$ cat src/rtl/mskand_rnd_feeder_pkg.sv
// Shared sizing helpers and packer state type for the HPC2 randomness feeder.
package mskand_rnd_feeder_pkg;

   localparam int DEFAULT_SHARES = 2;

   typedef enum logic [0:0] {
      PK_FILL = 1'b0,
      PK_HOLD = 1'b1
   } pk_state_e;

   function automatic int hpc2rnd(input int shares);
      return (shares * (shares - 1)) / 2;
   endfunction

   function automatic int calc_out_w(input int shares, input int ngadgets);
      return ngadgets * hpc2rnd(shares);
   endfunction

   function automatic int clog2(input int value);
      int r;
      r = 0;
      for (int i = 0; i < 31; i++) begin
         if ((32'sd1 <<< i) < value) begin
            r = i + 1;
         end
      end
      return r;
   endfunction

endpackage

$ cat src/rtl/mskand_rnd_feeder_if.sv
// PRNG-side stream, gadget-side word bus and status of the randomness feeder.
interface mskand_rnd_feeder_if #(
   parameter int IN_W  = 2,
   parameter int OUT_W = 4,
   parameter int LVL_W = 3
);
   logic [IN_W-1:0]  in_rnd;
   logic             in_valid;
   logic             in_ready;
   logic [OUT_W-1:0] out_rnd;
   logic             out_valid;
   logic             out_take;
   logic [LVL_W-1:0] level;
   logic             err_underflow;

   modport slave (
      input  in_rnd, in_valid, out_take,
      output in_ready, out_rnd, out_valid, level, err_underflow
   );

   modport master (
      output in_rnd, in_valid, out_take,
      input  in_ready, out_rnd, out_valid, level, err_underflow
   );
endinterface

$ cat src/rtl/mskand_rnd_fifo.sv
// DEPTH x W FIFO that erases each entry as it is popped, so used randomness
// never lingers in storage; also flags pops requested while empty.
module mskand_rnd_fifo
   import mskand_rnd_feeder_pkg::*;
#(
   parameter  int W     = 4,
   parameter  int DEPTH = 4,
   localparam int AW    = clog2(DEPTH),
   localparam int LVL_W = clog2(DEPTH + 1)
) (
   input  logic             clk,
   input  logic             nrst,
   input  logic             i_push,
   input  logic [W-1:0]     i_push_data,
   input  logic             i_take,
   output logic [W-1:0]     o_head,
   output logic             o_valid,
   output logic [LVL_W-1:0] o_level,
   output logic             o_underflow
);

   logic [W-1:0]     r_mem [DEPTH];
   logic [AW-1:0]    r_wptr;
   logic [AW-1:0]    r_rptr;
   logic [LVL_W-1:0] r_level;
   logic             r_underflow;

   logic w_valid;
   logic w_pop;
   logic w_push;

   assign w_valid = (r_level != {LVL_W{1'b0}});
   assign w_pop   = i_take & w_valid;
   assign w_push  = i_push & ((r_level != LVL_W'(DEPTH)) | w_pop);

   // When full, push and pop hit the same slot: the erase is overridden by the new word.
   always_ff @(posedge clk or negedge nrst) begin
      if (!nrst) begin
         for (int i = 0; i < DEPTH; i++) begin
            r_mem[i] <= {W{1'b0}};
         end
      end else begin
         if (w_pop) begin
            r_mem[r_rptr] <= {W{1'b0}};
         end
         if (w_push) begin
            r_mem[r_wptr] <= i_push_data;
         end
      end
   end

   always_ff @(posedge clk or negedge nrst) begin
      if (!nrst) begin
         r_wptr      <= {AW{1'b0}};
         r_rptr      <= {AW{1'b0}};
         r_level     <= {LVL_W{1'b0}};
         r_underflow <= 1'b0;
      end else begin
         if (w_push) begin
            r_wptr <= r_wptr + AW'(1);
         end
         if (w_pop) begin
            r_rptr <= r_rptr + AW'(1);
         end
         case ({w_push, w_pop})
            2'b10:   r_level <= r_level + LVL_W'(1);
            2'b01:   r_level <= r_level - LVL_W'(1);
            default: r_level <= r_level;
         endcase
         if (i_take & ~w_valid) begin
            r_underflow <= 1'b1;
         end
      end
   end

   always_comb begin
      if (w_valid) begin
         o_head = r_mem[r_rptr];
      end else begin
         o_head = {W{1'b0}};
      end
   end

   assign o_valid     = w_valid;
   assign o_level     = r_level;
   assign o_underflow = r_underflow;

endmodule

$ cat src/rtl/mskand_rnd_feeder.sv
// Packs narrow PRNG beats into HPC2 gadget-array rnd words and hands each
// word out exactly once through an erase-on-pop FIFO.
module mskand_rnd_feeder
   import mskand_rnd_feeder_pkg::*;
#(
   parameter int d        = DEFAULT_SHARES,
   parameter int NGADGETS = 4,
   parameter int IN_W     = 2,
   parameter int DEPTH    = 4
) (
   input  logic                 clk,
   input  logic                 nrst,
   mskand_rnd_feeder_if.slave   bus
);

   localparam int OUT_W = calc_out_w(d, NGADGETS);
   localparam int K     = OUT_W / IN_W;
   localparam int CW    = (K > 1) ? clog2(K) : 1;
   localparam int LVL_W = clog2(DEPTH + 1);

   generate
      if ((OUT_W % IN_W) != 0) begin : g_bad_width
         $error("mskand_rnd_feeder: OUT_W must be a multiple of IN_W");
      end
      if ((DEPTH < 2) || ((DEPTH & (DEPTH - 1)) != 0)) begin : g_bad_depth
         $error("mskand_rnd_feeder: DEPTH must be a power of two >= 2");
      end
   endgenerate

   pk_state_e        r_state;
   pk_state_e        w_state_nxt;
   logic [OUT_W-1:0] r_pack;
   logic [OUT_W-1:0] w_pack_nxt;
   logic [OUT_W-1:0] w_word;
   logic [OUT_W-1:0] w_push_data;
   logic [CW-1:0]    r_cnt;
   logic [CW-1:0]    w_cnt_nxt;
   logic [LVL_W-1:0] w_level;
   logic             w_accept;
   logic             w_cnt_last;
   logic             w_room;
   logic             w_push;

   assign bus.in_ready = nrst & (r_state == PK_FILL);
   assign w_accept     = bus.in_valid & bus.in_ready;
   assign w_cnt_last   = (r_cnt == CW'(K - 1));
   assign w_room       = (w_level != LVL_W'(DEPTH)) | bus.out_take;
   assign bus.level    = w_level;

   // Packed word as it stands once the current beat lands in its slot.
   always_comb begin
      w_word = r_pack;
      for (int i = 0; i < K; i++) begin
         if (r_cnt == CW'(i)) begin
            w_word[i*IN_W +: IN_W] = bus.in_rnd;
         end else begin
            w_word[i*IN_W +: IN_W] = r_pack[i*IN_W +: IN_W];
         end
      end
   end

   always_comb begin
      w_state_nxt = r_state;
      w_pack_nxt  = r_pack;
      w_cnt_nxt   = r_cnt;
      w_push      = 1'b0;
      w_push_data = r_pack;
      case (r_state)
         PK_FILL: begin
            if (w_accept) begin
               w_pack_nxt = w_word;
               if (w_cnt_last) begin
                  w_cnt_nxt = {CW{1'b0}};
                  if (w_room) begin
                     w_push      = 1'b1;
                     w_push_data = w_word;
                     w_pack_nxt  = {OUT_W{1'b0}};
                  end else begin
                     w_state_nxt = PK_HOLD;
                  end
               end else begin
                  w_cnt_nxt = r_cnt + CW'(1);
               end
            end else begin
               w_state_nxt = PK_FILL;
            end
         end
         PK_HOLD: begin
            if (w_room) begin
               w_push      = 1'b1;
               w_push_data = r_pack;
               w_pack_nxt  = {OUT_W{1'b0}};
               w_state_nxt = PK_FILL;
            end else begin
               w_state_nxt = PK_HOLD;
            end
         end
         default: begin
            w_state_nxt = PK_FILL;
            w_pack_nxt  = {OUT_W{1'b0}};
            w_cnt_nxt   = {CW{1'b0}};
         end
      endcase
   end

   always_ff @(posedge clk or negedge nrst) begin
      if (!nrst) begin
         r_state <= PK_FILL;
         r_pack  <= {OUT_W{1'b0}};
         r_cnt   <= {CW{1'b0}};
      end else begin
         r_state <= w_state_nxt;
         r_pack  <= w_pack_nxt;
         r_cnt   <= w_cnt_nxt;
      end
   end

   mskand_rnd_fifo #(
      .W     (OUT_W),
      .DEPTH (DEPTH)
   ) u_fifo (
      .clk         (clk),
      .nrst        (nrst),
      .i_push      (w_push),
      .i_push_data (w_push_data),
      .i_take      (bus.out_take),
      .o_head      (bus.out_rnd),
      .o_valid     (bus.out_valid),
      .o_level     (w_level),
      .o_underflow (bus.err_underflow)
   );

endmodule

$ cat src/flat_wrapper.sv
// flat-port wrapper written by rule: the top's interface ports become plain ports
module mskand_rnd_feeder_flat import mskand_rnd_feeder_pkg::*;
#(
   parameter int d        = DEFAULT_SHARES,
   parameter int NGADGETS = 4,
   parameter int IN_W     = 2,
   parameter int DEPTH    = 4
)
  (clk, nrst, bus_in_rnd, bus_in_valid, bus_out_take, bus_in_ready, bus_out_rnd, bus_out_valid, bus_level, bus_err_underflow);
  mskand_rnd_feeder_if #(.IN_W(IN_W), .OUT_W(4), .LVL_W(3)) bus_i ();
  input  logic clk;
  input  logic nrst;
  input wire logic [$bits(bus_i.in_rnd)-1:0] bus_in_rnd;
  input wire logic [$bits(bus_i.in_valid)-1:0] bus_in_valid;
  input wire logic [$bits(bus_i.out_take)-1:0] bus_out_take;
  output wire logic [$bits(bus_i.in_ready)-1:0] bus_in_ready;
  output wire logic [$bits(bus_i.out_rnd)-1:0] bus_out_rnd;
  output wire logic [$bits(bus_i.out_valid)-1:0] bus_out_valid;
  output wire logic [$bits(bus_i.level)-1:0] bus_level;
  output wire logic [$bits(bus_i.err_underflow)-1:0] bus_err_underflow;
  assign bus_i.in_rnd = bus_in_rnd;
  assign bus_i.in_valid = bus_in_valid;
  assign bus_i.out_take = bus_out_take;
  assign bus_in_ready = bus_i.in_ready;
  assign bus_out_rnd = bus_i.out_rnd;
  assign bus_out_valid = bus_i.out_valid;
  assign bus_level = bus_i.level;
  assign bus_err_underflow = bus_i.err_underflow;
  mskand_rnd_feeder #(.d(d), .NGADGETS(NGADGETS), .IN_W(IN_W), .DEPTH(DEPTH)) u_core (.clk(clk), .nrst(nrst), .bus(bus_i));
endmodule
$ cat config.mk
export PLATFORM = sky130hd
export DESIGN_NAME = mskand_rnd_feeder_flat
export DESIGN_NICKNAME = d
export VERILOG_FILES = /design/src/rtl/mskand_rnd_feeder_pkg.sv /design/src/rtl/mskand_rnd_feeder_if.sv /design/src/rtl/mskand_rnd_fifo.sv /design/src/rtl/mskand_rnd_feeder.sv /design/src/flat_wrapper.sv
export SDC_FILE = /design/constraint.sdc
export NUM_CORES = 1
export LEC_CHECK = 0
export ABC_AREA = 1
export CORE_ASPECT_RATIO = 1.75
export CORE_UTILIZATION = 30
export CTS_CLUSTER_DIAMETER = 60
export DETAILED_ROUTE_END_ITERATION = 10
export GPL_TIMING_DRIVEN = 0
export SYNTH_ARGS = -nofsm -noshare
export SYNTH_HDL_FRONTEND = slang
export SYNTH_SLANG_ARGS = --single-unit
export TNS_END_PERCENT = 10
$ cat constraint.sdc
create_clock -name clk -period 5.9 [get_ports clk]
set_input_delay 1.77 -clock clk [delete_from_list [all_inputs] [get_ports clk]]
set_output_delay 1.77 -clock clk [all_outputs]
set_load 0.05 [all_outputs]
# Word-level counts from Yosys, hierarchy flattened
# Index checks and enable logic that the tools add are counted.
[totals] ff_bits=30 latch_bits=0 ram_bits=0 romBits=0 inputBits=6 out_inout_bits=10 word_cells=76 n_memories=0
[op_classes] add_sub_neg=5 n_mul=0 div=0 magnitude_cmp=4 eq_ne=5 shifts=0 n_mux=32 bitwise_logic=13 n_reduce_logical=6
[op_table] operator="two-way mux 4 bit" n=12
[op_table] operator="two-way mux 16 bit" n=2
[op_table] operator="bitwise AND 16 bit" n=1
[op_table] operator="bitwise mux 16 bit" n=1
[op_table] operator="demux 4 bit (select 2 bit)" n=2
[op_table] operator="NOT 16 bit" n=1
[op_table] operator="one-hot mux 4 bit (2 select lines)" n=2
[op_table] operator="binary-select mux 4 bit (select 2 bit)" n=1
[op_table] operator="two-way mux 1 bit" n=7
[op_table] operator="greater-or-equal comparator 3 bit, second input constant" n=2
[op_table] operator="less-than comparator 3 x 1 -> 1 bit, second input constant" n=2
[op_table] operator="NOT 2 -> 3 bit" n=2
[op_table] operator="one-hot mux 3 bit (2 select lines)" n=1
[op_table] operator="bitwise AND 1 bit" n=5
[op_table] operator="adder 2 x 1 -> 2 bit, second input constant" n=2
[op_table] operator="two-way mux 2 bit" n=2
[op_table] operator="one-hot mux 1 bit (2 select lines)" n=2
[op_table] operator="AND reduction 2 bit" n=2
[op_table] operator="adder 3 x 1 -> 3 bit, second input constant" n=1
[op_table] operator="inequality test 3 bit, second input constant" n=1
[op_table] operator="nonzero test 3 bit" n=1
[op_table] operator="subtractor 3 x 1 -> 3 bit, second input constant" n=1
[op_table] operator="equality test 2 x 1 -> 1 bit, second input constant" n=1
[op_table] operator="equality test 2 bit, second input constant" n=1
[op_table] operator="other kinds (7)" n=10

# Logic depth before layout (Yosys ltp)
# Gate-level depths: netlist of the first run.
[depth] depth_word=10 depth_mapped=10 ltp_nobuf=10

# Hierarchy
# Synthesis of the first run repeated with hierarchy kept, for this count alone.
[unflattened] hier_cells=202 hier_area_um2=1732.9
[modules_own_cells] mod="mskand_rnd_fifo" n_inst=1 cells_per_inst=147 area_per_inst_um2=1313.8 seq_area_each_um2=600.6
[modules_own_cells] mod="mskand_rnd_feeder" n_inst=1 cells_per_inst=55 area_per_inst_um2=419.2 seq_area_each_um2=150.1

# Least setup slack after synthesis of the first run
# OpenSTA, ideal clock, no wires.
[synth_timing] path_type="input to output" start="input nrst" end="output bus_in_ready" t_arrival_ns=2.436 t_required_ns=4.130 path_slack_ns=1.694 stages=2 path_buffers=0 cell_sequence="inv_1 > nor2_1"
[synth_via] elab_chain_cells=1
[synth_lines] element="from (decl)" line="flat_wrapper.sv:12" text="input logic nrst;"
[synth_lines] element="bitwise AND 1 bit" line="mskand_rnd_feeder.sv:44" text="assign bus.in_ready = nrst & (r_state == PK_FILL);"
[synth_lines] element="to (decl)" line="flat_wrapper.sv:16" text="output wire logic [$bits(bus_i.in_ready)-1:0] bus_in_ready;"
# Every way passes these cells.

# Worst setup path after layout of the first run
# Ends and elaborated chain as after synthesis.

==> impl_results.md, run 1 <==
- Outcome: finished clean
- Distinct cells, synth: 22
- Global-route wire length before repair: 6510 um
- Cell area power density: 540 nW/um^2
- Pin count of the biggest net entering global routing: 34
- Clk buf depth: 2
- Area grow syn2layout: 19.6%
- Root Driver: clkbuf_8
- Async set-reset flop share out of synthesis: 100%
- Final ANT Viol Nets: 0
- Setup_tns: 0 ps
- Most frequent cell after synthesis: nand2_1
- Gr usage total: 14.0%
- Hold Vio Cnt, Final: 0
- Sink Count: 30
- Crit path launch type: primary input
- Hold slack: just under 500 ps
- Tcrit/Tclk final: 87.4%
- Yosys warns: 0
- Final Slew Violations: 0
- Resize count post-CTS: 0
- Final Total Pwr: 0.00115 W
- CP Data Arrival Time: 3390 ps
- Max Cap Viol: 0
- Core area: 5630 um^2
- Worst Hold Class: flop to flop
- Peak supply drop: 203 uV
- Cells taking the most area after synthesis: dfrtp_1 (42%), nand2_1 (15%), inv_1 (8.0%), ha_1 (6.3%), a21oi_1 (5.3%)
- CTS Buf Count: 5
- Seq/Total Area, Yosys: a little over two fifths
- Mapped Cells: roughly 240
- CP Class: primary input to primary output
- F_max: 194 MHz
- Initial antenna violation count: 0
- Worst R2R Setup Slack: 3820 ps
- Met3 WL: 56 um
- Synthesized net count: 253
- EDFF count, synth: 0
- Minimum clock period after layout: approximately 5200 ps
- Worst-path fanout max: 33
- Leak: 1.09 nW
- Worst R2R Path Depth: 10
- DRT Pass-1 Iters: 4
- WP data required: 4130 ps
- CP endpoint: bus_in_ready
- I/O pin cnt: 16
- RSZ-0062 raised after global routing: false
- CTS tree: yes
- DIE WIDTH: 60.2 um
- Fin nets: 275
- Avg Cell Area, Syn: 7.51 um^2
- Non-filler cells, final: 336
- DIE HEIGHT: a little over 100 um
- Synth Register Bits: 30
- Hpwl dp: ~3000 um
- Critical-path cell list: buf_2 > inv_1 > nor2_1 > clkdlybuf4s50_1
- Ys flop type: dfrtp_1
- Mapped Area: ~1800 um^2
- Fraction of final layout cells sized beyond drive strength 1: 10.8%
- Total congestion overflow: 0
- Top layer in use: met4
- Die area: 6250 um^2
- Row count: 36
- M1 wire length: about 1500 um
- Skew-Pair Late Insertion Delay: 270 ps
- # Post-CTS Setup Buffers: 0
- Global placement routability congestion: 0.777
- Crit path max-delay family: buffers and inverters
- Skew final: 3.87 ps
- Commonest cells post-synth: nand2_1 (70), inv_1 (38), dfrtp_1 (30), nor2_1 (23), a21oi_1 (19)
- Hold_buf cts: 0
- DR DRC count: 0
- Worst-margin pin slew: 756 ps
- Hold path depth: 1
- Buf+Inv Stages, Crit Path: 3
- H-Tree Depth: 2
- Dpl cells: 328
- CP Capture Type: primary output
- Yosys top cell area share: between 40% and 50%
- Vias in the first global route: between 1000 and 1500
- Clk pin slew, worst setup/hold paths: around 60 ps
- Worst flop-to-flop path startpoint: u_core.u_fifo.o_level[0]
- Worst slew margin: 49.6%
- RR Endpoint: u_core.u_fifo.o_level[2]
- Starting Density: 31.6%
- CP peak stage delay: between 800 and 900 ps
- Via Count: approximately 1400
- Number of port buffers: 15
- Largest area contributor in the netlist: dfrtp_1
- Mean number of vias per cell: 4.29
- Average routed wire per standard cell: 11.3 um
- Number of antenna diodes: 0
- Number of setup violations in the final report: 0
- Routed WL: 3810 um
- Wire length on met2: about 2200 um
- WP depth: 4
- Setup crit start: nrst
- DRT iter0 DRCs: 16
- Critical-path top delay cell: clkdlybuf4s50_1
## metrics by stage
step / utilization [%] / instance area, um^2 / setup WS (ps)
2_1_floorplan: - / 1780 / 1690
3_3_place_gp: 36.0 / 2020 / -275
3_5_place_dp: 35.9 / 2020 / 688
4_1_cts: 37.8 / 2130 / 691
5_1_grt: 37.8 / 2130 / 538
6_report: 37.8 / 2130 / 742
## placed cells by master (no fill, tap or decap), types with 2 or more instances in the layout
master           Yosys  final
nor2_1              23     23
buf_2                1      2
clkdlybuf4s50_1      0     14
ha_1                 9      9
nand3_2              6      6
inv_1               38     38
clkbuf_8             0      5
nand2_2              4      4
clkinv_1             2      2
clkinv_2             0      2
dfrtp_1             30     30
nor2_2               2      2
inv_2                2      2
xor2_1               4      4
nand2_1             70     70
nand3_1              5      5
o21ai_0             15     15
a21oi_1             19     19
## per-layer routing
layer,vias up,global-route usage (%)
met3,8,1.87
met1,651,15.0
met5,-,0
met2,19,24.3
met4,0,8.47
li1,764,-
## logic make-up after synthesis
logic type	after synthesis	share of synthesized area, %
compound gates	36	10.5
flops	30	42.2
xor+xnor	5	2.46
buf+inv	45	10.2
fa+ha+maj	10	7.45
simple gates	111	27.2
## sequential cells by signal, indices dropped and copies added (netlist names)
| register | flops |
|---|---|
| u_core.r_cnt | 1 |
| u_core.r_pack | 4 |
| u_core.r_state | 1 |
| u_core.u_fifo.o_level | 3 |
| u_core.u_fifo.o_underflow | 1 |
| u_core.u_fifo.r_mem | 16 |
| u_core.u_fifo.r_rptr | 2 |
| u_core.u_fifo.r_wptr | 2 |
## final cells by class
cell class | count | area, um^2
well taps | 76 | 95.1
plain buffers | 3 | 23.8
flip-flops and latches | 30 | 751
clock inverters | 3 | 40.0
multi-input cells | 162 | 847
fillers | 611 | 3500
clock buffers | 5 | 68.8
repair buffers | 15 | 145
inverters | 42 | 158
## report_power, final
part	switching, W	leakage [nW]	internal [W]
sequential	0.0000620	0.389	0.000288
clock	0.0000752	0.0579	0.000124
combinational	0.000397	0.647	0.000203
## how the worst min path moves through the flow
stage	start	endpoint	slack [ps]
2_1_floorplan	u_core.r_pack[2]	u_core.r_pack[2]	470
3_3_place_gp	u_core.u_fifo.o_underflow	u_core.u_fifo.o_underflow	460
3_5_place_dp	u_core.u_fifo.o_underflow	u_core.u_fifo.o_underflow	470
4_1_cts	u_core.u_fifo.o_underflow	u_core.u_fifo.o_underflow	480
5_1_grt	u_core.u_fifo.o_underflow	u_core.u_fifo.o_underflow	500
6_report	u_core.u_fifo.o_underflow	u_core.u_fifo.o_underflow	480
Power figures use the tool's default switching activity.
==> run 2: changes to the inputs <==
CTS_CLUSTER_SIZE = 24   (was not set)
PLACE_DENSITY = 0.51   (was not set)
==> run 2 against run 1 <==
Compared with the run above: clock power down 21%; register-to-register slack barely moved; design area down 1.4%; largest power group unchanged; critical path type unchanged; clock skew barely moved; die area is the same; power shrank 3.3%; sequential cell count stayed put; utilization is 0.53 points lower; critical path depth unchanged; global-route usage up 1.1 points.
==> impl_results.md, run 2 (synthesis gave the netlist of run 1 again) <==
- Outcome: finished clean
- Via Count: 1449 (+0.49%)
- P_int: 0.000570 W (-7.3%)
- Fin nets: 275 (unchanged)
- Clk buf depth: 2 (unchanged)
- Peak supply drop: 334 uV (+65%)
- Post-route cell area: 2100 um^2 (-1.4%)
- Combinational Power Share: 54.4% (+2.2 points)
- Starting Density: 31.6% (unchanged)
- Resize count post-CTS: 0 (unchanged)
- Filler cells: 622 (+1.8%)
- Row count: 36 (unchanged)
- I/O pin cnt: 16 (unchanged)
- Final Total Pwr: 0.00111 W (-3.3%)
- Gr usage total: 15.1% (+1.1 points)
- Crit path launch type: primary input
- Clock share of power: 14.2% (-3.1 points)
- Dpl ws: 709 ps (+21.1 ps)
- Leak: 1.08 nW (-1.3%)
- Dpl cells: 328 (unchanged)
- DIE WIDTH: 60.2 um (unchanged)
- Worst-margin pin slew: 781 ps (+25.2 ps)
- Max Cap Viol: 0 (unchanged)
- Fraction of final layout cells sized beyond drive strength 1: 10.4% (-0.34 points)
- Critical-path cell list: buf_2 > inv_1 > nor2_1 > clkdlybuf4s50_1
- CP Class: primary input to primary output
- Commonest non-fill, non-tap cell in the layout: nand2_1
- Hold_buf cts: 0 (unchanged)
- M3 GR Usage: 2.74% (+0.87 points)
- Clk pin slew, worst setup/hold paths: 70 ps (about the same)
- Sw frac: 48.7% (+2.2 points)
- Global-route wire length before repair: 6960 um (+6.9%)
- Non-filler cells, final: 335 (-0.30%)
- Area grow syn2layout: 17.9%
- DRT Pass-1 Iters: 4 (unchanged)
- Number of setup violations in the final report: 0 (unchanged)
- Cell area power density: 530 nW/um^2 (-1.9%)
- Sink Count: 30 (unchanged)
- CTS Buf Count: 5 (unchanged)
- Mean number of vias per cell: 4.33 (+0.79%)
- Critical-path top delay cell: clkdlybuf4s50_1
- Worst R2R Path Depth: 10 (unchanged)
- RSZ-0062 raised after global routing: false
- Final Slew Violations: 0 (unchanged)
- Worst flop-to-flop path startpoint: u_core.u_fifo.o_level[1]
- Tcrit/Tclk final: 87.2% (-0.21 points)
- GR Layer Usage met2: 26.5% (+2.1 points)
- Worst Hold Class: flop to flop
- Hold path startpoint: u_core.u_fifo.o_underflow
- Die area: 6250 um^2 (unchanged)
- Initial antenna violation count: 0 (unchanged)
- WP data required: 4130 ps (about the same)
- Worst R2R Setup Slack: 3820 ps (about the same)
- Reg power frac: 31.4% (+1.0 points)
- Hold Vio Cnt, Final: 0 (unchanged)
- Core area: 5630 um^2 (unchanged)
- DRT iter0 DRCs: 28 (+12)
- RR Endpoint: u_core.u_fifo.o_level[2]
- M1 GR Usage: 15.9% (+0.90 points)
- H-Tree Depth: 2 (unchanged)
- Buf+Inv Stages, Crit Path: 3 (unchanged)
- Pin count of the biggest net entering global routing: 34 (unchanged)
- # Post-CTS Setup Buffers: 0 (unchanged)
- CP Data Arrival Time: 3380 ps (about the same)
- Max reg flops: 16 (unchanged)
- Global placement routability congestion: 0.770 (-0.88%)
- Setup_tns: 0 ps (unchanged)
- Skew-Pair Late Insertion Delay: 280 ps (about the same)
- Worst slew margin: 47.9% (-1.7 points)
- Hpwl dp: 3100 um (+4.6%)
- Final worst slack: 755 ps (+12.6 ps)
- Root Driver: clkbuf_8
- Worst-path fanout max: 33 (unchanged)
- Worst Hold Path EP: u_core.u_fifo.o_underflow
- Vias in the first global route: 1487 (+1.5%)
- Number of port buffers: 15 (unchanged)
- Skew final: 3.63 ps (-0.246 ps)
- Most frequent cells in the layout: nand2_1 (70), inv_1 (38), dfrtp_1 (30)
- Minimum clock period after layout: 5150 ps (-12.6 ps)
- CP peak stage delay: 800 ps (about the same)
- Area used by multi-input combinational logic: 847 um^2 (unchanged)
- Crit path max-delay family: buffers and inverters
- CTS tree: yes
- Final ANT Viol Nets: 0 (unchanged)
- Hold path depth: 1 (unchanged)
- Average routed wire per standard cell: 12.1 um (+7.1%)
- FF+latch area: 751 um^2 (unchanged)
- Total congestion overflow: 0 (unchanged)
- Number of antenna diodes: 0 (unchanged)
- Net Sw Power: 0.000541 W (+1.3%)
- F_max: 194 MHz (+0.25%)
- Routed WL: 4070 um (+6.8%)
- GRT busiest layer: met2
- DP Area: 2020 um^2 (unchanged)
- Most flops, register: u_core.u_fifo.r_mem
- DIE HEIGHT: 104 um (unchanged)
- CP Capture Type: primary output
- DR DRC count: 0 (unchanged)
## run 2: cell types whose count changed in the layout (fill, tap and decap cells not counted)
cell	before	now
bufinv_16	1	0
## run 2: power groups by stage
stage	registers (W)	clock network (W)	logic, W
4_1_cts	0.000352	0.000164	0.000615
3_3_place_gp	0.000352	0	0.000610
2_1_floorplan	0.000375	0	0.000409
5_1_grt	0.000360	0.000172	0.000684
3_5_place_dp	0.000356	0	0.000611
6_report	0.000349	0.000157	0.000604
## run 2: layout make-up
class	instances	area share (%)
sequential	30	35.8
inverter	42	7.51
buffer	3	1.13
multi-input combinational	162	40.4
clock inverter	2	0.477
clock buffer	5	3.28
timing repair buffer	15	6.92
tap	76	4.53
## run 2: how the worst max path moves through the flow
stage	slack, ps	startpoint	depth (start not counted)	end
after global placement	-310	nrst	4	bus_in_ready
after global routing	600	nrst	4	bus_in_ready
final	750	nrst	4	bus_in_ready
after CTS	710	nrst	4	bus_in_ready
after floorplan	1690	nrst	2	bus_in_ready
after detailed placement	710	nrst	4	bus_in_ready
## run 2: per-stage QoR
stage	hold WS (ps)	utilization (%)
2_1_floorplan	475	-
3_3_place_gp	462	36.0
3_5_place_dp	469	35.9
4_1_cts	485	37.3
5_1_grt	515	37.3
6_report	483	37.3
## run 2: per-layer routing
layer	vias up	share of wire, %
met5	-	0
met4	0	4.0
met3	12	1.7
met2	15	55
met1	658	40
li1	764	-
